$ cat config.mk
export PLATFORM = sky130hd
export DESIGN_NAME = regtovga_bcd
export DESIGN_NICKNAME = d
export VERILOG_FILES = /design/src/rtl/regtovga_bcd.sv
export SDC_FILE = /design/constraint.sdc
export NUM_CORES = 1
export LEC_CHECK = 0
export BUFFER_PORTS_ARGS = -buffer_cell sky130_fd_sc_hd__buf_2
export CAP_MARGIN = 20
export CORE_ASPECT_RATIO = 1.25
export CORE_MARGIN = 4
export CORE_UTILIZATION = 58
export CTS_CLUSTER_DIAMETER = 30
export DETAILED_ROUTE_END_ITERATION = 12
export MAX_ROUTING_LAYER = met4
export PLACE_DENSITY = 0.78
export SYNTH_ARGS = -nofsm -noshare
export SYNTH_HDL_FRONTEND = slang
export SYNTH_SLANG_ARGS = --single-unit
export TNS_END_PERCENT = 1
$ cat constraint.sdc
create_clock -name clk -period 2.2 [get_ports clk]
set_clock_uncertainty 0.15 [all_clocks]
set_input_delay 0.33 -clock clk [delete_from_list [all_inputs] [get_ports clk]]
set_output_delay 0.33 -clock clk [all_outputs]
set_load 0.01 [all_outputs]
$ cat src/rtl/regtovga_bcd.sv
// Register-to-VGA BCD converter: sequential double-dabble
// producing DIGITS digit codes with overflow and blanking.
module regtovga_bcd #(
  parameter int WIDTH  = 8,
  parameter int DIGITS = 3,
  parameter bit BLANK  = 1'b0
) (
  input  logic                clk,
  input  logic                reset,
  input  logic                vgae2,
  input  logic [WIDTH-1:0]    e,
  output logic [4*DIGITS-1:0] num,
  output logic                valid,
  output logic                busy,
  output logic                ovf
);

  localparam int CW = $clog2(WIDTH + 1);
  localparam int BW = 4 * DIGITS;

  typedef enum logic [1:0] {
    IDLE,
    SHIFT,
    DONE
  } state_t;

  state_t           state;
  state_t           state_n;
  logic [WIDTH-1:0] shreg;
  logic [WIDTH-1:0] cap;
  logic [WIDTH-1:0] last;
  logic [BW-1:0]    bcd;
  logic [BW-1:0]    bcd_adj;
  logic [BW-1:0]    shown;
  logic [CW-1:0]    cnt;
  logic             first;
  logic             sticky;
  logic             start;
  logic             seen;
  logic [3:0]       d;

  always_comb begin
    bcd_adj = '0;
    shown   = '0;
    seen    = 1'b0;
    d       = '0;
    for (int i = 0; i < DIGITS; i++) begin
      d = bcd[4*i +: 4];
      bcd_adj[4*i +: 4] = (d >= 4'd5) ? d + 4'd3 : d;
    end
    // Blank zeros above the first nonzero digit; units always shown.
    for (int i = DIGITS - 1; i >= 0; i--) begin
      d = bcd[4*i +: 4];
      if (BLANK && i != 0 && !seen && d == 4'd0)
        shown[4*i +: 4] = 4'hE;
      else
        shown[4*i +: 4] = d;
      if (d != 4'd0)
        seen = 1'b1;
    end
    start   = vgae2 && (first || e != last);
    state_n = state;
    unique case (state)
      IDLE:    if (start) state_n = SHIFT;
      SHIFT:   if (cnt == CW'(1)) state_n = DONE;
      DONE:    state_n = IDLE;
      default: state_n = IDLE;
    endcase
  end

  always_ff @(posedge clk or negedge reset) begin
    if (!reset) begin
      state  <= IDLE;
      shreg  <= '0;
      cap    <= '0;
      last   <= '0;
      bcd    <= '0;
      cnt    <= '0;
      first  <= 1'b1;
      sticky <= 1'b0;
      num    <= '1;
      valid  <= 1'b0;
      busy   <= 1'b0;
      ovf    <= 1'b0;
    end else begin
      state <= state_n;
      valid <= 1'b0;
      unique case (state)
        IDLE: begin
          if (start) begin
            shreg  <= e;
            cap    <= e;
            bcd    <= '0;
            sticky <= 1'b0;
            cnt    <= CW'(WIDTH);
            busy   <= 1'b1;
          end
        end
        SHIFT: begin
          bcd    <= {bcd_adj[BW-2:0], shreg[WIDTH-1]};
          shreg  <= shreg << 1;
          sticky <= sticky | bcd_adj[BW-1];
          cnt    <= cnt - 1'b1;
        end
        DONE: begin
          num   <= sticky ? '1 : shown;
          ovf   <= sticky;
          valid <= 1'b1;
          busy  <= 1'b0;
          last  <= cap;
          first <= 1'b0;
        end
        default: ;
      endcase
    end
  end

endmodule

* Yosys cells after proc, flatten, opt, wreduce, memory -nomap -nowiden *
Index checks and enable logic that the tools add are counted.

cells by class
  add/subtract/negate cells = 4
  magnitude comparators = 3
  equality and inequality tests = 6
  muxes and demuxes = 18
  bitwise logic cells = 1
  reductions and logical operators = 9

operators by type and width
  cell                 count
  $mux 12              2
  $pmux 12 s2          1
  $mux 4               4
  $pmux 8 s2           1
  $add 4x2->4 const B  3
  $ge 4x3->1 const B   3
  $mux 8               1
  $ne 8x8->1           1
  $pmux 4 s2           1
  $reduce_and 2->1     4
  $eq 4x1->1 const B   1
  $mux 2               2
  $ne 2x2->1 const B   2
  $pmux 1 s2           2
  $pmux 2 s2           1
  $reduce_bool 2->1    2
  $sub 4x1->4 const B  1
  $mux 1               3
  $eq 2x1->1 const B   1
  $eq 2x2->1 const B   1
  $logic_not 2->1      1
  $logic_and 1x1->1    1
  $logic_or 1x1->1     1
  $or 1x1->1           1

storage, ports and cells
  register bits after elaboration = 59
  bits of input ports = 11
  word-level logic and storage cells = 53

* Logic depth before layout (Yosys ltp) *
Gate-level depths: netlist of the first run.

  word-level depth = 5
  mapped depth = 7
  mapped depth without buffers = 7

* Least setup slack after synthesis of the first run *
Ideal clock, no wire load.

  path type = reg-to-reg
  from = register last[7]
  to = register cap[0]
  setup time = 0.125 ns
  data arrival time = 1.476 ns
  required time = 1.925 ns
  path slack = 0.450 ns
  cell stages (with the launch flop) = 6
  path buffers = 0
  path through = dfrtp_1 xnor2_1 nand4_2 nand2b_4 o21ai_4 mux2_2

between the ends
  word-level cells in the longest chain between the ends = 4

RTL lines
  item                               RTL line  text
  start: declaration                 31        logic [WIDTH-1:0] last;
  start signal: assignment           110       last <= cap;
  $ne 8x8->1                         61        start = vgae2 && (first || e != last);
  $logic_or 1x1->1                   61
  $logic_and 1x1->1                  61
  $reduce_and 2->1 (no source line)  --
  end signal: assignment             75        cap <= '0;
  end signal: assignment             92        cap <= e;
  end: declaration                   30        logic [WIDTH-1:0] cap;

No other way between the ends.
A chain may end at the register's enable or synchronous reset.

* Worst setup path after layout of the first run *
  from = register last[7]
  to = register cap[7]

The elaborated chain is that of the path after synthesis.

==> summary.txt, run 1 <==
Run
  • Maxcap violations: 0

Layout
  • Layout cells sized above 1: 0.2746
  • Final antenna diode count: 0
  • Fill cell count: 355
  • Area Growth Syn to Fin: 14.81%
  • Final net count: 309

Clocking
  • CTS root buffer: clkbuf_8
  • TritonCTS clock tree: yes
  • Worst-skew pair later-pin latency: 0.34 ns
  • Post-CTS Resized: 0
  • Clock transition at path regs: 0.06 ns
  • H-tree level count: 3
  • Cts hold-fix bufs: 1
  • Cts bufs inserted: 9
  • Setup bufs post-CTS: 0
  • Clock sink count: 59
  • Clock Tree Buf Depth: 2

Detailed routing
  • Wirelength per Cell: 14.63 um
  • Via density: 5.507
  • Vias: 1944
  • TritonRoute pass-1 iters: 4
  • DRC: 0
  • Post-Route WL: 5166 um
  • Starting DRT DRC Count: 86
  • Antenna-violating nets left: 0

Floorplan
  • Die width: 70.01 um
  • Die Y: 85.51 um
  • Row count: 27
  • Die footprint: 0.005987 mm2
  • Initial Util: 0.6158
  • # IOs: 26
  • Core Footprint: 0.004527 mm2

Worst hold path
  • Hold path startpoint: e[0]
  • Hold path depth: 2
  • Hold crit path type: input pin to flip-flop
  • Hold worst-path end: shreg[0]$_DFFE_PN0P_

STA
  • Period Utilization, post-route: 0.8893
  • Final Setup Violations: 0
  • Setup TNS: 0 ns
  • Slew HR: 0.6450
  • Fin crit period: 1.956 ns
  • Final slew viol count: 0
  • RSZ-0062 raised after global routing: no
  • Fmax: 511.1 MHz
  • Worst-Margin Slew: 0.5326 ns
  • Final Hold Fails: 0

Run status
  • Status: complete, no violations

Synth
  • Synth Area per Inst: 10.85 um2
  • Synthesized Nets: 276
  • Seq/Total Area, Yosys: 0.5355
  • Synth Warn #: 0
  • Yosys reg bits: 59
  • Post-synth cell types: 37
  • Syn Inst Count: 257
  • Post-Syn Area: 0.002788 mm2

Critical path
  • Critical path cell sequence: xnor2_1 -> nand4_2 -> nand2b_4 -> o21ai_4 -> buf_12 -> mux2_2
  • Worst r2r dst: cap[7]$_DFFE_PN0P_
  • Startpoint Class: flip-flop
  • CP startpoint: last[7]$_DFFE_PN0P_
  • CP arrival: 2.02 ns
  • Worst-case reg-to-reg path depth: 6
  • Crit path largest cell delay: 0.39 ns
  • CP required: 2.27 ns
  • CP endpoint kind: flip-flop
  • CP Class: flip-flop to flip-flop
  • Flop-to-flop setup slack: 0.24 ns
  • Worst R2R Start: last[7]$_DFFE_PN0P_
  • Critical Path Slowest Stage Cell: dfrtp_1
  • Critical path peak fanout: 16

Global route
  • Grt total ovfl: 0
  • Gr usage total: 0.2061
  • Initial antenna violation count: 0
  • Pin count of the biggest net entering global routing: 39
  • First-pass GRT wire length: 9225 um
  • Number of global-route vias before repair: 2010

Pwr
  • Power per standard cell area: 1478 mW/mm2
  • Static leakage: 1.479 nW
  • VDD IR max: 0.8413 mV
  • Tot Pwr: 4.730 mW

Place
  • I/O Buffers: 25
  • DPL Wire Length: 3496 um
  • RePlAce Congestion: 0.8302
cell usage after synthesis:
cell	number	area [um2]
a211oi_1	5	37.54
a21o_1	1	7.510
a21oi_1	15	75.07
a31oi_1	1	6.260
and2_1	2	12.51
buf_2	3	15.01
buf_6	1	11.26
buf_8	1	15.01
clkbuf_1	6	22.52
dfrtp_1	46	1151
dfstp_2	13	341.6
ha_1	8	100.1
inv_1	16	60.06
mux2_2	17	191.4
mux2i_1	2	20.02
nand2_1	32	120.1
nand2b_1	8	50.05
nand2b_4	1	13.76
nand3_2	1	10.01
nand4_2	1	12.51
nor2_1	17	63.81
nor2_2	1	6.260
nor2b_1	1	6.260
nor3_1	3	15.01
nor3b_1	3	22.52
nor3b_2	1	12.51
nor4_1	1	6.260
nor4b_4	1	23.77
o211ai_1	1	7.510
o21a_1	4	30.03
o21ai_0	18	90.09
o21ai_4	1	16.27
o221a_1	4	45.04
o22ai_1	6	37.54
o2bb2ai_1	1	8.760
xnor2_1	12	105.1
xor2_1	2	17.52
layer usage:
metal	global-route usage	vias up	part of all wire
li1	-	941	-
met1	0.2361	949	0.43
met2	0.3302	44	0.50
met3	0.03986	10	0.042
met4	0.1341	0	0.025
met5	-	-	0
cell type report:
type / count / area (um2) / area share
Clock buffer: 13 / 138.9 / 0.04339
Clock inverter: 3 / 40.04 / 0.01251
Inverter: 16 / 60.06 / 0.01876
Multi-Input combinational cell: 171 / 1171 / 0.3659
Sequential cell: 59 / 1493 / 0.4664
Tap cell: 58 / 72.57 / 0.02267
Timing Repair Buffer: 33 / 225.2 / 0.07037
stage by stage:
| step | utilization | hold WS [ns] | std cells | instance area, um2 | setup WS [ns] |
|---|---|---|---|---|---|
| 6_report | 0.7070 | 0.1078 | 353 | 3201 | 0.2435 |
| 3_5_place_dp | 0.6653 | 0.1859 | 336 | 3012 | 0.2363 |
| 5_1_grt | 0.7070 | 0.1039 | 353 | 3201 | 0.1328 |
| 4_1_cts | 0.7070 | 0.08859 | 353 | 3201 | 0.2400 |
| 3_3_place_gp | 0.6653 | 0.1836 | 336 | 3012 | 0.2791 |
| 2_1_floorplan | - | -0.1156 | 257 | 2788 | 0.4498 |
sequential cells by signal, summed over array words and instances (netlist names):
signal,flops
first,1
num,12
cnt,4
bcd,12
state,2
cap,8
last,8
valid,1
shreg,8
sticky,1
ovf,1
busy,1
worst max path at each step:
stage | slack, ns | to
finish | 0.24 | cap[7]$_DFFE_PN0P_
global route | 0.13 | cap[7]$_DFFE_PN0P_
CTS | 0.24 | cap[7]$_DFFE_PN0P_
detailed placement | 0.24 | cap[7]$_DFFE_PN0P_
global placement | 0.28 | cap[7]$_DFFE_PN0P_
floorplan | 0.45 | cap[0]$_DFFE_PN0P_
logic make-up after synthesis:
| group | share of synthesized area |
|---|---|
| multiplexers | 0.07585 |
| XOR/XNOR | 0.04399 |
| buffers and inverters | 0.04443 |
| flip-flops | 0.5355 |
| adder cells (fa/ha/maj) | 0.03591 |
| AO/OA/AOI/OAI | 0.1297 |
| AND/OR/NAND/NOR | 0.1346 |
placed cells by master (no fill, tap or decap), types with 3 or more instances in the layout:
cell type	Yosys	final
nor3_1	3	3
inv_1	16	16
ha_1	8	8
clkbuf_8	0	9
nand2b_1	8	8
nor2_1	17	17
mux2_2	17	17
buf_12	0	3
nand2_1	32	32
xnor2_1	12	12
dfrtp_1	46	46
o221a_1	4	4
buf_2	3	25
a211oi_1	5	5
o22ai_1	6	6
buf_4	0	4
o21ai_0	18	18
o21a_1	4	4
dfstp_2	13	13
clkbuf_1	6	4
a21oi_1	15	15
nor3b_1	3	3
report_power, final:
part           leakage [nW]  total, mW  switching, mW  internal (mW)
Combinational         0.683       1.83          0.958          0.873
Sequential            0.705       1.98          0.358           1.63
Clock                0.0914      0.915          0.395          0.521
Total                  1.48       4.73           1.71           3.02
worst max-delay path: cells and delay by family, from the launching register on:
kind,cells,cell delay (ns)
flops,1,0.39
simple gates,2,0.35
mux,1,0.34
xor+xnor,1,0.25
compound gates,1,0.17
buf+inv,1,0.17
Note: power is estimated with default switching activity, not from simulation.
==> run 2: changes to the inputs <==
--- a/config.mk
+++ b/config.mk
@@ -9,11 +9,13 @@
 export CAP_MARGIN = 20
 export CORE_ASPECT_RATIO = 1.25
 export CORE_MARGIN = 4
-export CORE_UTILIZATION = 58
+export CORE_UTILIZATION = 61
+export CTS_BUF_LIST = sky130_fd_sc_hd__clkbuf_4
 export CTS_CLUSTER_DIAMETER = 30
 export DETAILED_ROUTE_END_ITERATION = 12
 export MAX_ROUTING_LAYER = met4
-export PLACE_DENSITY = 0.78
+export PLACE_DENSITY = 0.82
+export SETUP_SLACK_MARGIN = 0.02
 export SYNTH_ARGS = -nofsm -noshare
 export SYNTH_HDL_FRONTEND = slang
 export SYNTH_SLANG_ARGS = --single-unit
==> run 2 against run 1 <==
Compared with the run above:
- via count fell by 1.1%
- clock power decreased by 19%
- register-to-register slack improved by 0.07 ns
- combinational power barely moved
- first-iteration DRC count fell by 16%
- count of clock-buffer cells in the layout down 1
- largest power group unchanged
==> summary.txt, run 2 (synthesized netlist as in run 1, its figures left out) <==
Run status
  • Status: complete, no violations

STA
  • Fin crit period: 1.882 ns (-0.07493 ns)
  • Setup TNS: 0 ns (unchanged)
  • RSZ-0062 raised after global routing: no
  • Worst-Margin Slew: 0.4914 ns (-0.04115 ns)
  • Final Hold Fails: 0 (unchanged)
  • Final Setup Violations: 0 (unchanged)
  • Slew HR: 0.6724 (+0.02743)
  • Hold WS: 0.02871 ns (-0.07904 ns)
  • Fmax: 531.5 MHz (+4.0%)
  • Final slew viol count: 0 (unchanged)
  • Period Utilization, post-route: 0.8553 (-0.03406)
  • Setup WS post-layout: 0.3184 ns (+0.07493 ns)

Layout
  • Post-layout util: 0.7074 (about the same)
  • Final antenna diode count: 0 (unchanged)
  • Area Growth Syn to Fin: 12.30%
  • Fill cell count: 343 (-3.4%)
  • Most frequent cells in the layout: 46 x dfrtp_1, 32 x nand2_1, 25 x buf_2
  • Final net count: 311 (+0.65%)
  • Regs by FF count: bcd (12), num (12)
  • Design area: 0.003131 mm2 (-2.2%)
  • Commonest non-fill, non-tap cell in the layout: dfrtp_1
  • Layout cells sized above 1: 0.2828 (+0.008252)

Critical path
  • Startpoint Class: flip-flop
  • CP Class: flip-flop to flip-flop
  • Critical path peak fanout: 10 (-6)
  • CP endpoint kind: flip-flop
  • CP arrival: 2.03 ns (about the same)
  • CP required: 2.35 ns (+0.08 ns)

Detailed routing
  • Antenna-violating nets left: 0 (unchanged)
  • Post-Route WL: 4939 um (-4.4%)
  • Via density: 5.417 (-1.6%)
  • Vias: 1923 (-1.1%)
  • Wirelength per Cell: 13.91 um (-4.9%)
  • DRC: 0 (unchanged)
  • TritonRoute pass-1 iters: 4 (unchanged)
  • Starting DRT DRC Count: 72 (-16%)

Run
  • Maxcap violations: 0 (unchanged)

Pwr
  • Power per standard cell area: 1450 mW/mm2 (-1.9%)
  • VDD IR max: 0.8858 mV (+5.3%)
  • Static leakage: 1.453 nW (-1.8%)

Floorplan
  • Initial Util: 0.6299 (+0.01410)
  • Die footprint: 0.005722 mm2 (-4.4%)
  • Row count: 27 (unchanged)
  • Core Footprint: 0.004425 mm2 (-2.2%)
  • Die width: 68.47 um (-2.2%)
  • # IOs: 26 (unchanged)
  • Die Y: 83.58 um (-2.3%)

Clocking
  • Worst-skew pair later-pin latency: 0.40 ns (+0.06 ns)
  • Clock transition at path regs: 0.09 ns (+0.03 ns)
  • Clock Tree Buf Depth: 2 (unchanged)
  • TritonCTS clock tree: yes
  • Post-CTS Resized: 0 (unchanged)
  • CTS root buffer: clkbuf_4
  • Cts bufs inserted: 9 (unchanged)
  • Clock sink count: 59 (unchanged)
  • H-tree level count: 3 (unchanged)

Global route
  • Gr usage total: 0.2105 (+0.004373)
  • Pin count of the biggest net entering global routing: 28 (-28%)
  • First-pass GRT wire length: 8645 um (-6.3%)
  • Initial antenna violation count: 0 (unchanged)
  • Grt total ovfl: 0 (unchanged)
  • Number of global-route vias before repair: 1940 (-3.5%)

Place
  • RePlAce Congestion: 0.8321 (+0.23%)
  • Post-Place Cell Area: 0.002989 mm2 (-0.75%)
  • Pre-CTS setup slack: 0.2447 ns (+0.008427 ns)
  • I/O Buffers: 25 (unchanged)
  • DPL Wire Length: 3593 um (+2.8%)

Worst hold path
  • Hold crit path type: input pin to flip-flop
run 2: critical path, stage by stage (launching register included):
cell and delay [ns]:
dfrtp_1 0.40, xnor2_1 0.21, nand4_2 0.17, nand2b_4 0.18, o21ai_4 0.13, buf_4 0.20
mux2_2 0.34
run 2: metrics by stage:
stage	power, mW	cells
final	4.540	355
after global routing	4.935	355
after CTS	4.594	355
after detailed placement	3.841	338
after global placement	3.724	338
after floorplan	3.335	257
run 2: cell type report:
type | instances | area (um2) | share of cell area
clock buffer | 12 | 90.09 | 0.02878
clock inverter | 4 | 41.29 | 0.01319
inverter | 16 | 60.06 | 0.01918
multi-input combinational | 171 | 1171 | 0.3741
sequential | 59 | 1493 | 0.4768
tap | 58 | 72.57 | 0.02318
timing repair buffer | 35 | 202.7 | 0.06475
run 2: where the power goes:
group | internal (mW) | total (mW) | switching (mW)
clock network | 0.375 | 0.738 | 0.363
logic | 0.873 | 1.82 | 0.949
registers | 1.62 | 1.98 | 0.357
run 2: routing by layer:
metal	GRT usage	vias up	routed length, um
li1	-	950	-
met1	0.2390	924	2081
met2	0.3345	38	2520
met3	0.05256	11	213
met4	0.1067	0	125
met5	-	-	0
run 2: timing repair:
item                                   in CTS  in global routing
endpoints found under the hold margin      14                  0
setup buffers                               0                  0
hold buffers                                1                  0
run 2: worst paths after layout:
check / slack [ns] / to / cells past startpoint / startpoint
max in group asynchronous: 0.97 / num[0]$_DFFE_PN1P_ / 3 / reset
setup reg to reg: 0.32 / cap[7]$_DFFE_PN0P_ / 6 / last[3]$_DFFE_PN0P_
min in group asynchronous: 0.22 / cap[0]$_DFFE_PN0P_ / 2 / reset
hold / removal: 0.03 / shreg[2]$_DFFE_PN0P_ / 2 / e[2]
hold reg to reg: 0.33 / num[3]$_DFFE_PN1P_ / 2 / num[3]$_DFFE_PN1P_
setup / recovery: 0.32 / cap[7]$_DFFE_PN0P_ / 6 / last[3]$_DFFE_PN0P_
